File: src/rtl/pulse_train_generator.sv
// Purpose: turns a one-cycle start strobe into N level pulses (H high, L low) on out_sig.
// Latency: out_sig rises on the cycle after the launching edge; done follows the last high cycle.
// Backpressure: none; start is ignored while busy and stop aborts immediately.
//
// Ports:
//   clk         rising-edge clock
//   rstn        asynchronous active-low reset
//   start       launch request, only honoured while idle
//   stop        synchronous abort, wins over start and over counting
//   high_len    H, cycles high per pulse (0 behaves as 1)
//   low_len     L, cycles low between pulses (0 behaves as 1)
//   num_pulses  N, pulses per train (0 = empty train, done only)
//   out_sig     registered pulse train
//   busy        train in progress
//   done        one-cycle strobe on normal completion
//   pulse_cnt   complete pulses emitted in the current/last train

module pulse_train_generator #(
    parameter int LEN_W = 8,
    parameter int NUM_W = 8
) (
    input  logic             clk,
    input  logic             rstn,
    input  logic             start,
    input  logic             stop,
    input  logic [LEN_W-1:0] high_len,
    input  logic [LEN_W-1:0] low_len,
    input  logic [NUM_W-1:0] num_pulses,
    output logic             out_sig,
    output logic             busy,
    output logic             done,
    output logic [NUM_W-1:0] pulse_cnt
);

    typedef enum logic [1:0] {
        ST_IDLE = 2'd0,
        ST_HIGH = 2'd1,
        ST_LOW  = 2'd2
    } state_t;

    state_t           state_q, state_d;

    // Remaining cycles in the current phase minus one; zero marks the last cycle.
    logic [LEN_W-1:0] phase_q, phase_d;

    // Train parameters captured at launch so mid-train input changes are ignored.
    logic [LEN_W-1:0] high_q, high_d;
    logic [LEN_W-1:0] low_q, low_d;
    logic [NUM_W-1:0] num_q, num_d;

    logic [NUM_W-1:0] pulse_cnt_q, pulse_cnt_d;
    logic             out_sig_q, out_sig_d;
    logic             busy_q, busy_d;
    logic             done_q, done_d;

    logic [LEN_W-1:0] high_eff;
    logic [LEN_W-1:0] low_eff;
    logic [NUM_W-1:0] pulse_cnt_inc;

    // Zero-length phases would make pulses vanish or merge; clamp to one cycle.
    assign high_eff      = (high_len == '0) ? LEN_W'(1) : high_len;
    assign low_eff       = (low_len == '0) ? LEN_W'(1) : low_len;
    assign pulse_cnt_inc = pulse_cnt_q + NUM_W'(1);

    always_comb begin
        state_d     = state_q;
        phase_d     = phase_q;
        high_d      = high_q;
        low_d       = low_q;
        num_d       = num_q;
        pulse_cnt_d = pulse_cnt_q;
        done_d      = 1'b0;

        case (state_q)
            ST_IDLE: begin
                if (start && !stop) begin
                    high_d      = high_eff;
                    low_d       = low_eff;
                    num_d       = num_pulses;
                    pulse_cnt_d = '0;
                    if (num_pulses == '0) begin
                        // Empty train: completes immediately without leaving idle.
                        done_d = 1'b1;
                    end else begin
                        state_d = ST_HIGH;
                        phase_d = high_eff - LEN_W'(1);
                    end
                end
            end

            ST_HIGH: begin
                if (phase_q == '0) begin
                    pulse_cnt_d = pulse_cnt_inc;
                    if (pulse_cnt_inc == num_q) begin
                        // Final pulse: no trailing low phase, idle takes over.
                        state_d = ST_IDLE;
                        done_d  = 1'b1;
                    end else begin
                        state_d = ST_LOW;
                        phase_d = low_q - LEN_W'(1);
                    end
                end else begin
                    phase_d = phase_q - LEN_W'(1);
                end
            end

            ST_LOW: begin
                if (phase_q == '0) begin
                    state_d = ST_HIGH;
                    phase_d = high_q - LEN_W'(1);
                end else begin
                    phase_d = phase_q - LEN_W'(1);
                end
            end

            default: begin
                state_d = ST_IDLE;
            end
        endcase

        // Abort overrides everything above; the completed-pulse count is kept.
        if (stop) begin
            state_d     = ST_IDLE;
            done_d      = 1'b0;
            pulse_cnt_d = pulse_cnt_q;
        end

        // Outputs are registered copies of the next-state decode.
        out_sig_d = (state_d == ST_HIGH);
        busy_d    = (state_d != ST_IDLE);
    end

    always_ff @(posedge clk or negedge rstn) begin
        if (!rstn) begin
            state_q     <= ST_IDLE;
            phase_q     <= '0;
            high_q      <= '0;
            low_q       <= '0;
            num_q       <= '0;
            pulse_cnt_q <= '0;
            out_sig_q   <= 1'b0;
            busy_q      <= 1'b0;
            done_q      <= 1'b0;
        end else begin
            state_q     <= state_d;
            phase_q     <= phase_d;
            high_q      <= high_d;
            low_q       <= low_d;
            num_q       <= num_d;
            pulse_cnt_q <= pulse_cnt_d;
            out_sig_q   <= out_sig_d;
            busy_q      <= busy_d;
            done_q      <= done_d;
        end
    end

    assign out_sig   = out_sig_q;
    assign busy      = busy_q;
    assign done      = done_q;
    assign pulse_cnt = pulse_cnt_q;

endmodule

File: config.mk
export PLATFORM = sky130hd
export DESIGN_NAME = pulse_train_generator
export DESIGN_NICKNAME = d
export VERILOG_FILES = /design/src/rtl/pulse_train_generator.sv
export SDC_FILE = /design/constraint.sdc
export NUM_CORES = 1
export LEC_CHECK = 0
export BUFFER_PORTS_ARGS = -buffer_cell sky130_fd_sc_hd__clkbuf_2
export CAP_MARGIN = 5
export CORE_ASPECT_RATIO = 2
export CORE_UTILIZATION = 35
export CTS_BUF_LIST = sky130_fd_sc_hd__clkbuf_16
export DETAILED_ROUTE_END_ITERATION = 7
export PLACE_DENSITY = 0.51
export SKIP_LAST_GASP = 1
export SLEW_MARGIN = 5
export SYNTH_ARGS = -nofsm -noshare
export SYNTH_HDL_FRONTEND = slang
export SYNTH_SLANG_ARGS = --single-unit
File: constraint.sdc
create_clock -name clk -period 3.5 [get_ports clk]
set_clock_uncertainty 0.1 [all_clocks]
set_input_delay 0.35 -clock clk [delete_from_list [all_inputs] [get_ports clk]]
set_output_delay 0.35 -clock clk [all_outputs]
set_load 0.1 [all_outputs]
## After elaboration in Yosys (flattened, before gate mapping)

Cells that the tools add are included.

| operators by class | value |
|---|---|
| muxes and demuxes | 24 |
| bitwise logic cells | 1 |
| add/subtract/negate cells | 5 |
| equality and inequality tests | 8 |
| reductions and logical operators | 13 |

Operators by type and width:

| operator | number |
|---|---|
| $mux 8 | 9 |
| $logic_not 8->1 | 4 |
| $sub 8x1->8 const B | 4 |
| $pmux 8 s3 | 1 |
| $pmux 8 s2 | 1 |
| $mux 2 | 6 |
| $add 8x1->8 const B | 1 |
| $eq 8x8->1 | 1 |
| $reduce_and 4->1 | 2 |
| $ne 2x2->1 const B | 3 |
| $pmux 2 s3 | 1 |
| $mux 1 | 5 |
| $eq 2x1->1 const B | 2 |
| $reduce_bool 2->1 | 2 |
| $ne 3x3->1 const B | 1 |
| $reduce_bool 3->1 | 1 |
| $eq 2x2->1 const B | 1 |
| $logic_not 2->1 | 1 |
| $pmux 1 s2 | 1 |
| $reduce_and 2->1 | 1 |
| $logic_and 1x1->1 | 1 |
| $logic_not 1->1 | 1 |
| $not 1->1 | 1 |

| word-level totals | value |
|---|---|
| register bits after elaboration | 45 |
| output and inout port bits | 11 |
| logic and storage cells | 60 |
| bits of input ports | 28 |

## Longest topological paths before layout

| depth | value |
|---|---|
| word-level depth | 7 |
| gate-level depth with buffers | 10 |
| depth with buffers taken out | 10 |

## Least setup slack after synthesis

OpenSTA, ideal clock, no wires.

| timing path | value |
|---|---|
| path kind | flip-flop to flip-flop |
| from | reg pulse_cnt_q[0], in the netlist pulse_cnt[0] |
| to | reg phase_q[3] |
| arrival | 2,968 ps |
| data required time | 3,275 ps |
| period minus slack after synthesis | 3,193 ps |
| stages on the path, launching flop included | 8 |
| setup time | 125 ps |
| setup slack | 307 ps |
| buffers on the path | 0 |
| cells stage by stage | dfrtp_1 ha_1 nand3_1 and2_1 or4b_1 a31oi_4 a31oi_4 mux2_4 |

| between the ends | value |
|---|---|
| word-level cells in the longest chain between the ends | 4 |

Ends and longest elaborated chain:

| element | RTL line | text |
|---|---|---|
| start, declared | 51 | `logic [NUM_W-1:0] pulse_cnt_q, pulse_cnt_d;` |
| start signal, assigned | 150 | `pulse_cnt_q <= pulse_cnt_d;` |
| $add 8x1->8 | 63 | `assign pulse_cnt_inc = pulse_cnt_q + NUM_W'(1);` |
| $eq 8x8->1 | 94 | `if (pulse_cnt_inc == num_q) begin` |
| $ne 3x3->1 (no source line) | -- |  |
| $reduce_and 4->1 (no source line) | -- |  |
| end signal, assigned | 146 | `phase_q <= phase_d;` |
| end, declared | 44 | `logic [LEN_W-1:0] phase_q, phase_d;` |

Every way passes these cells.
A chain may end at the register's enable or synchronous reset.

## Final worst setup path

| timing path | value |
|---|---|
| from | reg phase_q[0] |
| to | reg phase_q[0] |

| between the ends | value |
|---|---|
| word-level cells in the longest chain between the ends | 3 |
| elaborated cells between the ends (all ways) | 7 |
| classes of those cells | add/sub (1); eq/ne (1); mux (3); reduce/logical (2) |

Ends and longest elaborated chain:

| element | RTL line | text |
|---|---|---|
| $sub 8x1->8 / $logic_not 8->1 (equally long branches) | -- |  |
| $mux 8, or another cell as far along | 108 | `if (phase_q == '0) begin` |
| $pmux 8 s3 / $reduce_and 4->1 (equally long branches) | -- |  |

Parallel ways exist; a longest one is shown, timed or not.

==> summary.md <==
| Metric | Value |
|---|---|
| Status | finished, final reports clean |
| Power Density | about 510 mW/mm² |
| Setup TNS | 0 ns |
| R2R Setup Slk | just under 0.6 ns |
| Worst Slack Setup Final | between 0.5 and 0.6 ns |
| GRT overflow | 0 |
| CP Class | register to register |
| Main flop type after synthesis | dfrtp_1 |
| Vias in the first global route | 2473 |
| DR iter-0 viols | between 100 and 150 |
| Clock Tree Root | clkbuf_16 |
| Worst Setup SP | phase_q[0] |
| Normalized max-slew margin | between 50% and 60% |
| CP Launch Type | register |
| Total power | around 1.7 mW |
| Drt total wl | roughly 7700 µm |
| Post-synth EDFFs | 0 |
| Critical path's slowest cell | or4_4 |
| Syn nets | between 300 and 400 |
| Register area share after synthesis | around 38% |
| Worst vdd ir | about 0.32 mV |
| #FFs+latches synth | 45 |
| CTS tree | yes |
| Crit-path most repeated cell | a31oi_4 |
| Share of layout cells above drive strength 1 | around a quarter |
| Syn Std Cell Area | approximately 0.003 mm² |
| Row count | 47 |
| First-pass GRT wire length | 12500 µm |
| Die Span Y | roughly 130 µm |
| Most frequent cell after synthesis | dfrtp_1 |
| Initial antenna violation count | 0 |
| Crit share post-route | approximately 83% |
| P_leak | approximately 1.4 nW |
| Core area | 0.00829 mm² |
| Worst Reg-to-Reg Cells | 8 |
| Die Wd | 67.3 µm |
| Reg-to-Reg Start | phase_q[0] |
| Top cell type by total area after synthesis | dfrtp_1 |
| Final Core Density | between 40 and 50% |
| Post-synth top area share | 37.8% |
| Final-report setup violation count | 0 |
| CP Depth | 8 |
| Critical-path cell list | inv_1, ha_1, nor3b_1, nand2_2, or4_4, a31oi_4, a31oi_4, mux2_4 |
| Cts repair resizes | 0 |
| Antenna diodes | 0 |
| Top post-synthesis cells by count | dfrtp_1 (45), nand2_1 (26), o21ai_0 (26), mux2_2 (21), inv_1 (19) |
| Pins Over Slew Limit | 0 |
| Vias | between 2000 and 2500 |
| Yosys warns | 0 |
| Syn Area/Cell | between 9 and 10 µm² |
| Ys async rst share | between 90% and 100% |
| Worst hold margin | just under 0.2 ns |
| Largest net degree at the start of global routing | 30 |
| Clock Latency Late Sink | 0.29 ns |
| Crit-path max cell delay | around 0.60 ns |
| Critical path required time | 3.57 ns |
| Post-synth cell types | roughly 50 |
| Nets | roughly 400 |
| Worst-path clk slew | 0.06 ns |
| Min Tclk post-route | about 2.9 ns |
| Fmax | approximately 340 MHz |
| Worst-Margin Slew | ~0.63 ns |
| Synthesized instance count | around 310 |
| # IOs | 39 |
| Number of clock sinks | 45 |
| Via/cell ratio | between 5 and 6 |
| Reg-to-Reg End | phase_q[0] |
| Total GRT Usage | about a fifth |
| Max cap viols | 0 |
| Min-Delay Path Class | primary input to register |
| Max clock buf depth | 2 |
| Buf/Inv on CP | 1 |
| TritonRoute pass-1 iters | 4 |
| CP endpoint | phase_q[0] |
| Drt wl/cell | 17.2 µm |
| Crit path DAT | just under 3 ns |
| Total CTS buffers | 5 |
| Routability congestion estimate | a little under 0.9 |
| Crit. End Element | register |
| Post-detailed-route count of antenna-violating nets | 0 |
| Port Buffer Count | 38 |
| Residual DRC | 0 |
| H-Tree Depth | 2 |
| Maximum fanout along the worst path | 14 |
| Final HPWL DP | between 6000 and 7000 µm |
| RSZ-0062 raised after global routing | no |
| Pre-CTS setup slack | around 0.6 ns |
| Final Hold Fails | 0 |
| Area growth syn-to-layout | 14.5% |
| Largest delay share family, worst path | simple AND/OR/NAND/NOR gates |
| Die area | just under 0.009 mm² |
| Initial Util | a little over a third |
| Dominant cells by area after synthesis | dfrtp_1 (38%), mux2_2 (7.9%), o21ai_0 (4.4%), ha_1 (4.2%), xor2_1 (4.1%) |
==> worst register-to-register path, stage by stage, from the launching register on <==
cell and delay (ns):
dfrtp_1 0.41, inv_1 0.10, ha_1 0.18, nor3b_1 0.34, nand2_2 0.25, or4_4 0.60
a31oi_4 0.21, a31oi_4 0.22, mux2_4 0.38
==> worst min-delay path by stage <==
| stage | startpoint | to | slack, ns | cells past startpoint |
|---|---|---|---|---|
| 2_1_floorplan | rstn | busy | -0.05 | 0 |
| 3_3_place_gp | rstn | high_q[7] | 0.28 | 1 |
| 3_5_place_dp | rstn | high_q[7] | 0.28 | 1 |
| 4_1_cts | stop | done | 0.19 | 2 |
| 5_1_grt | num_pulses[2] | num_q[2] | 0.20 | 2 |
| 6_report | stop | done | 0.19 | 2 |
==> cell families (layout without fill, tap and decap cells) <==
kind of cell	after synthesis	after routing	share of synthesized area, %
buffers and inverters	32	68	4.11
AO/OA/AOI/OAI	70	70	15.9
flip-flops	45	45	37.8
multiplexers	31	31	12.5
adder cells (fa/ha/maj)	10	10	4.20
AND/OR/NAND/NOR	103	103	18.8
XOR/XNOR	23	23	6.76
==> metal layers <==
metal	global-route usage (%)	routed length, µm	vias to the layer above
met3	2.76	192	17
met2	36.4	4400	51
met5	0	0	-
li1	-	-	1215
met4	10.2	320	0
met1	18.4	2800	1180
==> registers in the layout, indices dropped and copies added (netlist names) <==
signal and flops:
low_q 8, num_q 8, pulse_cnt 8, done 1, out_sig 1, phase_q 8
state_q 2, high_q 8, busy 1
==> placed cells by master, fill, tap and decap left out, types with 4 or more instances in the layout <==
cell,instances
dfrtp_1,45
clkbuf_2,38
nand2_1,26
o21ai_0,26
mux2_2,21
inv_1,19
nor3_1,14
xor2_1,14
nor2_1,13
a21oi_1,10
ha_1,10
nand3_1,9
xnor2_1,9
or4_1,7
or3_1,7
mux2_4,7
o211ai_1,6
clkbuf_16,5
nor3b_1,4
buf_4,4
==> metrics by stage <==
| step | instances | instance area [µm²] |
|---|---|---|
| floorplan | 314 | 2980 |
| global placement | 441 | 3270 |
| detailed placement | 441 | 3270 |
| CTS | 448 | 3410 |
| global route | 448 | 3410 |
| finish | 448 | 3410 |
==> report_power, final <==
group,internal [mW],switching [mW]
Combinational,0.239,0.299
Clock,0.255,0.196
Sequential,0.616,0.118
==> cell type report <==
class	count	area [µm²]
Multi-Input combinational cell	237	1730
Sequential cell	45	1130
Clock inverter	1	5.00
Clock buffer	5	125
Inverter	19	71.3
Tap cell	98	123
Timing Repair Buffer	43	230
Fill cell	819	4880
==> what timing repair did <==
item	4_1_cts	5_1_grt
endpoints found under the hold margin	21	0
setup buffers	0	0
hold buffers	1	0
endpoints found under the setup margin	0	0
Power figures use the tool's default switching activity.
